<file path="config.mk">
export PLATFORM = sky130hd
export DESIGN_NAME = sfp_accum
export DESIGN_NICKNAME = d
export VERILOG_FILES = /design/src/rtl/sfp_accum.sv
export SDC_FILE = /design/constraint.sdc
export NUM_CORES = 2
export LEC_CHECK = 0
export BUFFER_PORTS_ARGS = -buffer_cell sky130_fd_sc_hd__buf_2
export CORE_MARGIN = 2
export CORE_UTILIZATION = 45
export DETAILED_ROUTE_END_ITERATION = 8
export HOLD_SLACK_MARGIN = 0.05
export PLACE_DENSITY = 0.65
export SLEW_MARGIN = 20
export SYNTH_ARGS = -nofsm -noshare
export SYNTH_HDL_FRONTEND = slang
export SYNTH_SLANG_ARGS = --single-unit
</file>
<file path="constraint.sdc">
create_clock -name clk -period 11.91 [get_ports clk]
set_input_delay 1.191 -clock clk [delete_from_list [all_inputs] [get_ports clk]]
set_output_delay 1.191 -clock clk [all_outputs]
set_load 0.005 [all_outputs]
</file>
<file path="src/rtl/sfp_accum.sv">
`default_nettype none
// ============================================================================
//  Module   : sfp_accum
//  Purpose  : Multi-pass partial-sum accumulator with a ReLU output stage.
//             Column-wide psum vectors are summed across cfg_npass kernel
//             passes into a buffer of cfg_npos positions (saturating signed
//             add per lane). The finished positions are then drained through
//             a valid/ready port, with optional ReLU clamping.
//
//  Parameters
//    col       : number of psum lanes (one per MAC column)
//    psum_bw   : signed width of each lane, input and output
//    depth     : number of output positions held in the buffer
//    npass_bw  : width of the pass-count configuration
//
//  Ports
//    clk        in   single clock, rising edge
//    reset      in   synchronous, active-low
//    start      in   pulse: latch configuration and begin a job (IDLE only)
//    cfg_npass  in   passes to accumulate, 1..2^npass_bw-1
//    cfg_npos   in   positions per pass, 1..depth
//    cfg_relu   in   clamp negative results to 0 on drain
//    in_valid   in   in_data holds a psum vector
//    in_ready   out  block accepts input (ACCUM only)
//    in_data    in   col lanes, lane i at [psum_bw*(i+1)-1 : psum_bw*i]
//    out_valid  out  out_data holds a finished position (DRAIN only)
//    out_ready  in   consumer accepts out_data
//    out_data   out  finished position, same lane packing
//    busy       out  state is not IDLE
//    done       out  one-cycle pulse after the last drained position
//    cfg_err    out  one-cycle pulse when start is rejected
//
//  Revision : 1.0 - initial release
// ============================================================================

module sfp_accum #(
    parameter int col      = 8,
    parameter int psum_bw  = 16,
    parameter int depth    = 16,
    parameter int npass_bw = 4
) (
    input  logic                         clk,
    input  logic                         reset,
    input  logic                         start,
    input  logic [npass_bw-1:0]          cfg_npass,
    input  logic [$clog2(depth+1)-1:0]   cfg_npos,
    input  logic                         cfg_relu,
    input  logic                         in_valid,
    output logic                         in_ready,
    input  logic [col*psum_bw-1:0]       in_data,
    output logic                         out_valid,
    input  logic                         out_ready,
    output logic [col*psum_bw-1:0]       out_data,
    output logic                         busy,
    output logic                         done,
    output logic                         cfg_err
);

    // ------------------------------------------------------------------------
    // Constants
    // ------------------------------------------------------------------------
    localparam int c_NPOS_W = $clog2(depth + 1);
    localparam int c_PTR_W  = (depth > 1) ? $clog2(depth) : 1;
    localparam int c_WORD_W = col * psum_bw;

    localparam logic [psum_bw-1:0] c_SAT_MAX = {1'b0, {(psum_bw-1){1'b1}}};
    localparam logic [psum_bw-1:0] c_SAT_MIN = {1'b1, {(psum_bw-1){1'b0}}};

    typedef enum logic [1:0] {
        S_IDLE  = 2'd0,
        S_ACCUM = 2'd1,
        S_DRAIN = 2'd2
    } state_t;

    // ------------------------------------------------------------------------
    // State and configuration registers
    // ------------------------------------------------------------------------
    state_t                 r_state;
    logic [c_PTR_W-1:0]     r_wr_ptr;
    logic [c_PTR_W-1:0]     r_rd_ptr;
    logic [npass_bw-1:0]    r_pass_cnt;
    logic [npass_bw-1:0]    r_npass;
    logic [c_NPOS_W-1:0]    r_npos;
    logic                   r_relu;
    logic                   r_done;
    logic                   r_cfg_err;

    // Position buffer; one packed word per output position. Not reset:
    // pass 0 overwrites every position that a job later reads.
    logic [c_WORD_W-1:0]    r_mem [depth];

    // ------------------------------------------------------------------------
    // Combinational control
    // ------------------------------------------------------------------------
    logic                   w_cfg_ok;
    logic                   w_accum;
    logic                   w_draining;
    logic                   w_wr_en;
    logic                   w_wr_last;
    logic                   w_rd_last;
    logic                   w_pass_last;
    logic                   w_first_pass;
    logic [c_WORD_W-1:0]    w_old_word;
    logic [c_WORD_W-1:0]    w_rd_word;
    logic [c_WORD_W-1:0]    w_wr_data;

    assign w_cfg_ok     = (cfg_npass != '0) &&
                          (cfg_npos  != '0) &&
                          (cfg_npos  <= c_NPOS_W'(depth));

    assign w_accum      = (r_state == S_ACCUM);
    assign w_draining   = (r_state == S_DRAIN);

    assign w_wr_last    = (c_NPOS_W'(r_wr_ptr) == (r_npos - c_NPOS_W'(1)));
    assign w_rd_last    = (c_NPOS_W'(r_rd_ptr) == (r_npos - c_NPOS_W'(1)));
    assign w_pass_last  = (r_pass_cnt == (r_npass - npass_bw'(1)));
    assign w_first_pass = (r_pass_cnt == '0);

    // Gated by reset so an edge that resets the FSM never commits a write.
    assign w_wr_en      = reset && w_accum && in_valid;

    assign w_old_word   = r_mem[r_wr_ptr];
    assign w_rd_word    = r_mem[r_rd_ptr];

    // ------------------------------------------------------------------------
    // Per-lane datapath: saturating accumulate on the write side and
    // ReLU / visibility gating on the read side. Lanes are fully independent.
    // ------------------------------------------------------------------------
    for (genvar gi = 0; gi < col; gi++) begin : g_lane
        logic [psum_bw-1:0] w_old;
        logic [psum_bw-1:0] w_in;
        logic [psum_bw:0]   w_sum;
        logic [psum_bw-1:0] w_acc;
        logic [psum_bw-1:0] w_rd;

        assign w_old = w_old_word[gi*psum_bw +: psum_bw];
        assign w_in  = in_data[gi*psum_bw +: psum_bw];
        assign w_rd  = w_rd_word[gi*psum_bw +: psum_bw];

        // One guard bit: overflow shows as the two top sum bits disagreeing,
        // and the guard bit then gives the true sign of the result.
        assign w_sum = {w_old[psum_bw-1], w_old} + {w_in[psum_bw-1], w_in};

        always_comb begin
            w_acc = w_sum[psum_bw-1:0];
            if (w_sum[psum_bw] != w_sum[psum_bw-1]) begin
                w_acc = w_sum[psum_bw] ? c_SAT_MIN : c_SAT_MAX;
            end
        end

        assign w_wr_data[gi*psum_bw +: psum_bw] = w_first_pass ? w_in : w_acc;

        // Outside DRAIN the port reads 0 so stale buffer contents never leak.
        assign out_data[gi*psum_bw +: psum_bw] =
            (w_draining && !(r_relu && w_rd[psum_bw-1])) ? w_rd : '0;
    end

    // ------------------------------------------------------------------------
    // Buffer write port: committed on the same edge as the input handshake.
    // ------------------------------------------------------------------------
    always_ff @(posedge clk) begin
        if (w_wr_en) begin
            r_mem[r_wr_ptr] <= w_wr_data;
        end
    end

    // ------------------------------------------------------------------------
    // Control FSM
    // ------------------------------------------------------------------------
    always_ff @(posedge clk) begin
        if (!reset) begin
            r_state    <= S_IDLE;
            r_wr_ptr   <= '0;
            r_rd_ptr   <= '0;
            r_pass_cnt <= '0;
            r_npass    <= '0;
            r_npos     <= '0;
            r_relu     <= 1'b0;
            r_done     <= 1'b0;
            r_cfg_err  <= 1'b0;
        end else begin
            r_done    <= 1'b0;
            r_cfg_err <= 1'b0;

            case (r_state)
                S_IDLE: begin
                    if (start) begin
                        if (w_cfg_ok) begin
                            r_npass    <= cfg_npass;
                            r_npos     <= cfg_npos;
                            r_relu     <= cfg_relu;
                            r_wr_ptr   <= '0;
                            r_rd_ptr   <= '0;
                            r_pass_cnt <= '0;
                            r_state    <= S_ACCUM;
                        end else begin
                            r_cfg_err  <= 1'b1;
                        end
                    end
                end

                S_ACCUM: begin
                    if (in_valid) begin
                        if (w_wr_last) begin
                            r_wr_ptr   <= '0;
                            r_pass_cnt <= r_pass_cnt + npass_bw'(1);
                            if (w_pass_last) begin
                                r_state <= S_DRAIN;
                            end
                        end else begin
                            r_wr_ptr <= r_wr_ptr + c_PTR_W'(1);
                        end
                    end
                end

                S_DRAIN: begin
                    if (out_ready) begin
                        if (w_rd_last) begin
                            r_rd_ptr <= '0;
                            r_done   <= 1'b1;
                            r_state  <= S_IDLE;
                        end else begin
                            r_rd_ptr <= r_rd_ptr + c_PTR_W'(1);
                        end
                    end
                end

                default: begin
                    r_state <= S_IDLE;
                end
            endcase
        end
    end

    // ------------------------------------------------------------------------
    // Outputs (decoded directly from registered state)
    // ------------------------------------------------------------------------
    assign in_ready  = w_accum;
    assign out_valid = w_draining;
    assign busy      = (r_state != S_IDLE);
    assign done      = r_done;
    assign cfg_err   = r_cfg_err;

endmodule

`default_nettype wire
</file>
* After elaboration in Yosys (flattened, before gate mapping) *
Memory sizes are Yosys's and may differ from the RTL's. A register that Yosys moved wholly into a read port is not among the register bits.
Index checks and enable logic that the tools add are counted.

word-level totals
  output and inout port bits = 133
  input port bits = 143
  memories kept = 1
  register bits after elaboration = 26
  bits in writable memories = 2048
  logic and storage cells = 145

memory list
  name   words  bits a word  rd ports  clocked after memory_dff  write ports  line  source
  r_mem  16     128          2         2                         1            90    logic [c_WORD_W-1:0] r_mem [depth];

cells by class
  reductions and logical operators = 42
  $lt $le $gt $ge = 1
  multiplexer cells = 59
  equality and inequality tests = 20
  add/subtract/negate cells = 13

operators by type and width
  operator                                                number
  2-to-1 mux 16 bit                                       32
  adder 16 x 16 -> 17 bit                                 8
  2-to-1 mux 4 bit                                        12
  one-hot mux 4 bit (2 select lines)                      3
  logical AND 1 bit                                       20
  2-to-1 mux 2 bit                                        7
  adder 4 x 1 -> 4 bit (second input constant)            3
  == test 4 x 5 -> 1 bit                                  2
  AND reduction 3 bit                                     3
  zero test 1 bit                                         8
  inequality test 1 bit                                   8
  inequality test 2 bit (second input constant)           4
  AND reduction 4 bit                                     2
  AND reduction 7 bit                                     1
  inequality test 2 x 1 -> 1 bit (second input constant)  3
  one-hot mux 2 bit (3 select lines)                      1
  nonzero test 2 bit                                      3
  less-or-equal comparator 5 bit (second input constant)  1
  AND reduction 5 bit                                     1
  nonzero test 5 bit                                      1
  subtractor 5 x 1 -> 5 bit (second input constant)       1
  == test 4 bit                                           1
  zero test 4 bit                                         1
  2-to-1 mux 1 bit                                        4
  other kinds (5)                                         5

* Depth between registers and ports, before layout *
  depth after elaboration = 8
  gate-level depth with buffers = 18
  depth with buffers taken out = 15

* Least setup slack after synthesis *
OpenSTA, ideal clock, no wires.

  kind = input-to-reg
  start point = in reset
  end point = mem r_mem[0][0] in the netlist's numbering (enable)
  buffers on the path = 1
  arrival = 10.388 ns
  slack = 0.750 ns
  stages = 4
  required time = 11.138 ns
  setup time = 0.772 ns
  path through = clkbuf_1 > and3_1 > nand2_1 > nor3_1

on the way
  longest elaborated chain between the ends = 4

ends and longest elaborated chain
  element                                 line  source
  start, declared                         43    input logic reset,
  logical AND 1 bit (2 in series)         120   assign w_wr_en = reset && w_accum && in_valid;
  2-to-1 mux 1 bit                        162   if (w_wr_en) begin
  2-to-1 mux 1 bit (implied by the code)  163   r_mem[r_wr_ptr] <= w_wr_data;
  end, declared                           90

No other way between the ends.

==> flow_metrics.py <==
metrics = {
    "outcome": {
        "status": "finished, final reports clean",
    },
    "place": {
        "dpl-instance-area_sq_um": 108000,
        "io_buffers": 275,
        "dp_hpwl_mm": 160,
        "gp_congestion": 0.883,
    },
    "layout": {
        "multi_input_area_sq_um": 38900,
        "drive_gt1_share_pct": 35.3,
        "regArea_sq_um": 62200,
        "postLayoutCellArea_sq_um": 115000,
        "nFillCells": 18037,
        "nNetsFinal": 5911,
        "area.growth.synth_to_final_pct": 11.9,
    },
    "yosys": {
        "synth_top_area_share_pct": 59.9,
        "syn_area_per_cell_sq_um": 19.2,
        "synth.area.top_cells": "edfxtp_1 60%, mux4_2 27%, ha_1 1.7%",
        "synth_nets": 5637,
        "synth_top_area_cell": "edfxtp_1",
        "synthFlopType": "edfxtp_1",
        "syn-cell-area_sq_um": 103000,
        "synth_edf_count": 2048,
        "synthArstFlopShare_pct": 0,
        "synth_most_common_cell": "edfxtp_1",
        "syn_inst": 5349,
        "ys_seq_elements": 2082,
        "synth.distinct_cells": 91,
        "synthTopCellsByCount": "2048 x edfxtp_1, 1239 x mux4_2, 199 x clkbuf_1",
        "synth_warnings": 0,
        "yosysSeqAreaShare_pct": 60.5,
    },
    "sta": {
        "finalHoldViolCount": 0,
        "final.setup.tns_ps": 0,
        "hold_slack_ps": 506,
        "relSlewSlack_pct": 20.8,
        "tightest_slew_ps": 1180,
        "finalSetupViolCount": 0,
        "drv_slew": 0,
        "min_period_ps": 7090,
        "finalCritPeriodShare_pct": 59.5,
        "rsz0062_at_grt": "false",
        "worst_clock_skew_ps": 85.2,
        "fmax_mhz": 141,
    },
    "hold_path": {
        "min_from": "r_state[0]$_SDFFE_PN0P_",
        "hp-class": "reg2reg",
        "hold_end": "r_state[0]$_SDFFE_PN0P_",
        "holdPathStages": 2,
    },
    "routing": {
        "post-route-drc-count": 0,
        "wl_per_cell_um": 32.2,
        "vias": 58140,
        "finalWirelength_mm": 284,
        "dr.first_iter.drc_count": 6545,
        "viasPerCell": 6.59,
        "first_pass_iters": 6,
        "ant_nets": 0,
    },
    "setup_path": {
        "endpoint_kind": "primary output",
        "max_stage_delay_ps": 800,
        "worstRegToRegCells": 13,
        "path_cells": "buf_4 > buf_4 > mux4_2 > mux2_2 > nand2_1 > o21ai_0 > nand2_1 > nand2_1 > a211oi_1 > buf_2",
        "required_ps": 10720,
        "crit_fanout": 26,
        "crit-reg2reg-capture": "r_mem[9][40]$_DFFE_PP_",
        "ff2ff_setup_slack_ps": 4980,
        "cp.arrival_ps": 5900,
        "cpMostUsedCell": "nand2_1",
        "critPathBufInv": 3,
        "start_kind": "flip-flop",
        "cp_slowest_cell": "nand2_1",
        "cp_top_family": "buffers and inverters",
        "crit_type": "reg2out",
    },
    "floorplanning": {
        "die_y_um": 482,
        "die_width_um": 482,
        "die_area_sq_um": 232000,
        "initial_utilization_pct": 45.2,
        "rows": 175,
        "core-area_sq_um": 227000,
        "ios": 276,
    },
    "power_and_ir_drop": {
        "p_leak_nw": 35.5,
        "power.density_nw_per_um2": 151,
        "ir_drop_v": 0.000136,
    },
    "grt": {
        "grtUsageTotal_pct": 24.3,
        "antenna_found_initial": 25,
        "grt_max_degree": 131,
        "grt_first_pass_wirelength_mm": 411,
        "grt_pass1_vias": 59118,
        "overflow": 0,
    },
    "job": {
        "maxCapViolations": 0,
    },
    "clock_tree": {
        "post-cts-setup-buffers": 0,
        "clkTransAtPathRegs_ps": 60,
        "clock_latency_ps": 870,
        "cts_buffers": 217,
        "cts_root_buf": "clkbuf_16",
        "postCtsHoldBufs": 0,
        "ctsResizeCount": 0,
        "clk_path_buf_depth": 3,
        "clock-sinks": 2082,
        "cts_tree": "yes",
        "cts_max_level": 4,
    },
}
==> worst max-delay path by stage <==
stage	slack (ps)	end	from	cells after the start
after CTS	4560	out_data[7]	flip-flop	10
final	4820	out_data[7]	flip-flop	10
after detailed placement	4870	r_mem[10][92]$_DFFE_PP_	flip-flop	13
after floorplan	750	r_mem[0][0]$_DFFE_PP_	reset	4
after global placement	4840	r_mem[10][19]$_DFFE_PP_	flip-flop	13
after global routing	4510	out_data[7]	flip-flop	10
==> layout make-up <==
cell class	count	share of cell area, %
Sequential cell	2082	54.1
Multi-Input combinational cell	2837	33.9
Clock buffer	273	5.00
Tap cell	3009	3.28
Timing Repair Buffer	422	2.39
Clock inverter	128	1.10
Inverter	63	0.210
Antenna cell	8	0.0174
==> layout by cell type, fill, tap and decap left out, types with 38 or more instances in the layout <==
cell type,Yosys,layout
xor2_1,40,40
o21ai_0,147,142
buf_2,81,275
ha_1,137,137
clkbuf_16,0,222
clkinv_1,0,50
buf_4,18,124
nor2_1,185,170
clkbuf_1,199,51
xnor2_1,62,62
nand2b_1,41,41
and3_1,110,110
a211oi_1,90,90
inv_1,63,62
mux4_2,1239,1239
mux2i_1,52,52
a21oi_1,128,113
nor2b_1,64,64
nand2_1,179,178
nor3_1,42,38
edfxtp_1,2048,2048
==> flip-flops by register name, indices dropped and copies added (netlist names), named ones only <==
name	flops
r_pass_cnt	4
r_mem	2048
r_npos	5
r_rd_ptr	4
cfg_err	1
r_relu	1
r_state	2
done	1
r_npass	4
r_wr_ptr	4
==> per-stage QoR <==
step / utilization [%] / instances / total power, mW / worst slack, ps
floorplan: - / 5349 / 10.2 / 750
global placement: 47.5 / 8409 / 10.8 / 4840
detailed placement: 47.5 / 8410 / 10.8 / 4870
CTS: 50.6 / 8811 / 17.5 / 4560
global route: 50.6 / 8814 / 18.0 / 4510
finish: 50.6 / 8822 / 17.4 / 4820
==> report_power, final <==
part | switching, mW | internal [mW]
Clock | 2.86 | 3.86
Sequential | 0.0277 | 8.33
Combinational | 1.30 | 0.985
==> kinds of logic after synthesis <==
| logic type | after synthesis | synth area share [%] |
|---|---|---|
| fa+ha+maj | 164 | 2.01 |
| simple gates | 696 | 3.33 |
| buf+inv | 430 | 1.77 |
| compound gates | 579 | 3.74 |
| mux | 1294 | 27.7 |
| flops | 2082 | 60.5 |
| xor+xnor | 104 | 0.901 |
==> per-layer routing <==
metal  wire length [um]  GRT usage [%]  up-vias
met2             137000           38.9     2761
met4               6310           5.76       20
met5                123              0        -
li1                   -              -    23636
met1             116000           35.3    31311
met3              24600           4.08      412
==> worst register-to-register path, stage by stage, from the launching register on <==
cell      delay [ps]
dfxtp_4          650
buf_4            790
buf_12           640
mux4_2           650
mux4_2           500
ha_1             320
a211oi_2         300
o21ai_1          150
a21oi_1          280
o221ai_1         190
xnor2_1          310
nor2_1           560
nor2_1           270
a21oi_1          900
Power figures use the tool's default switching activity.
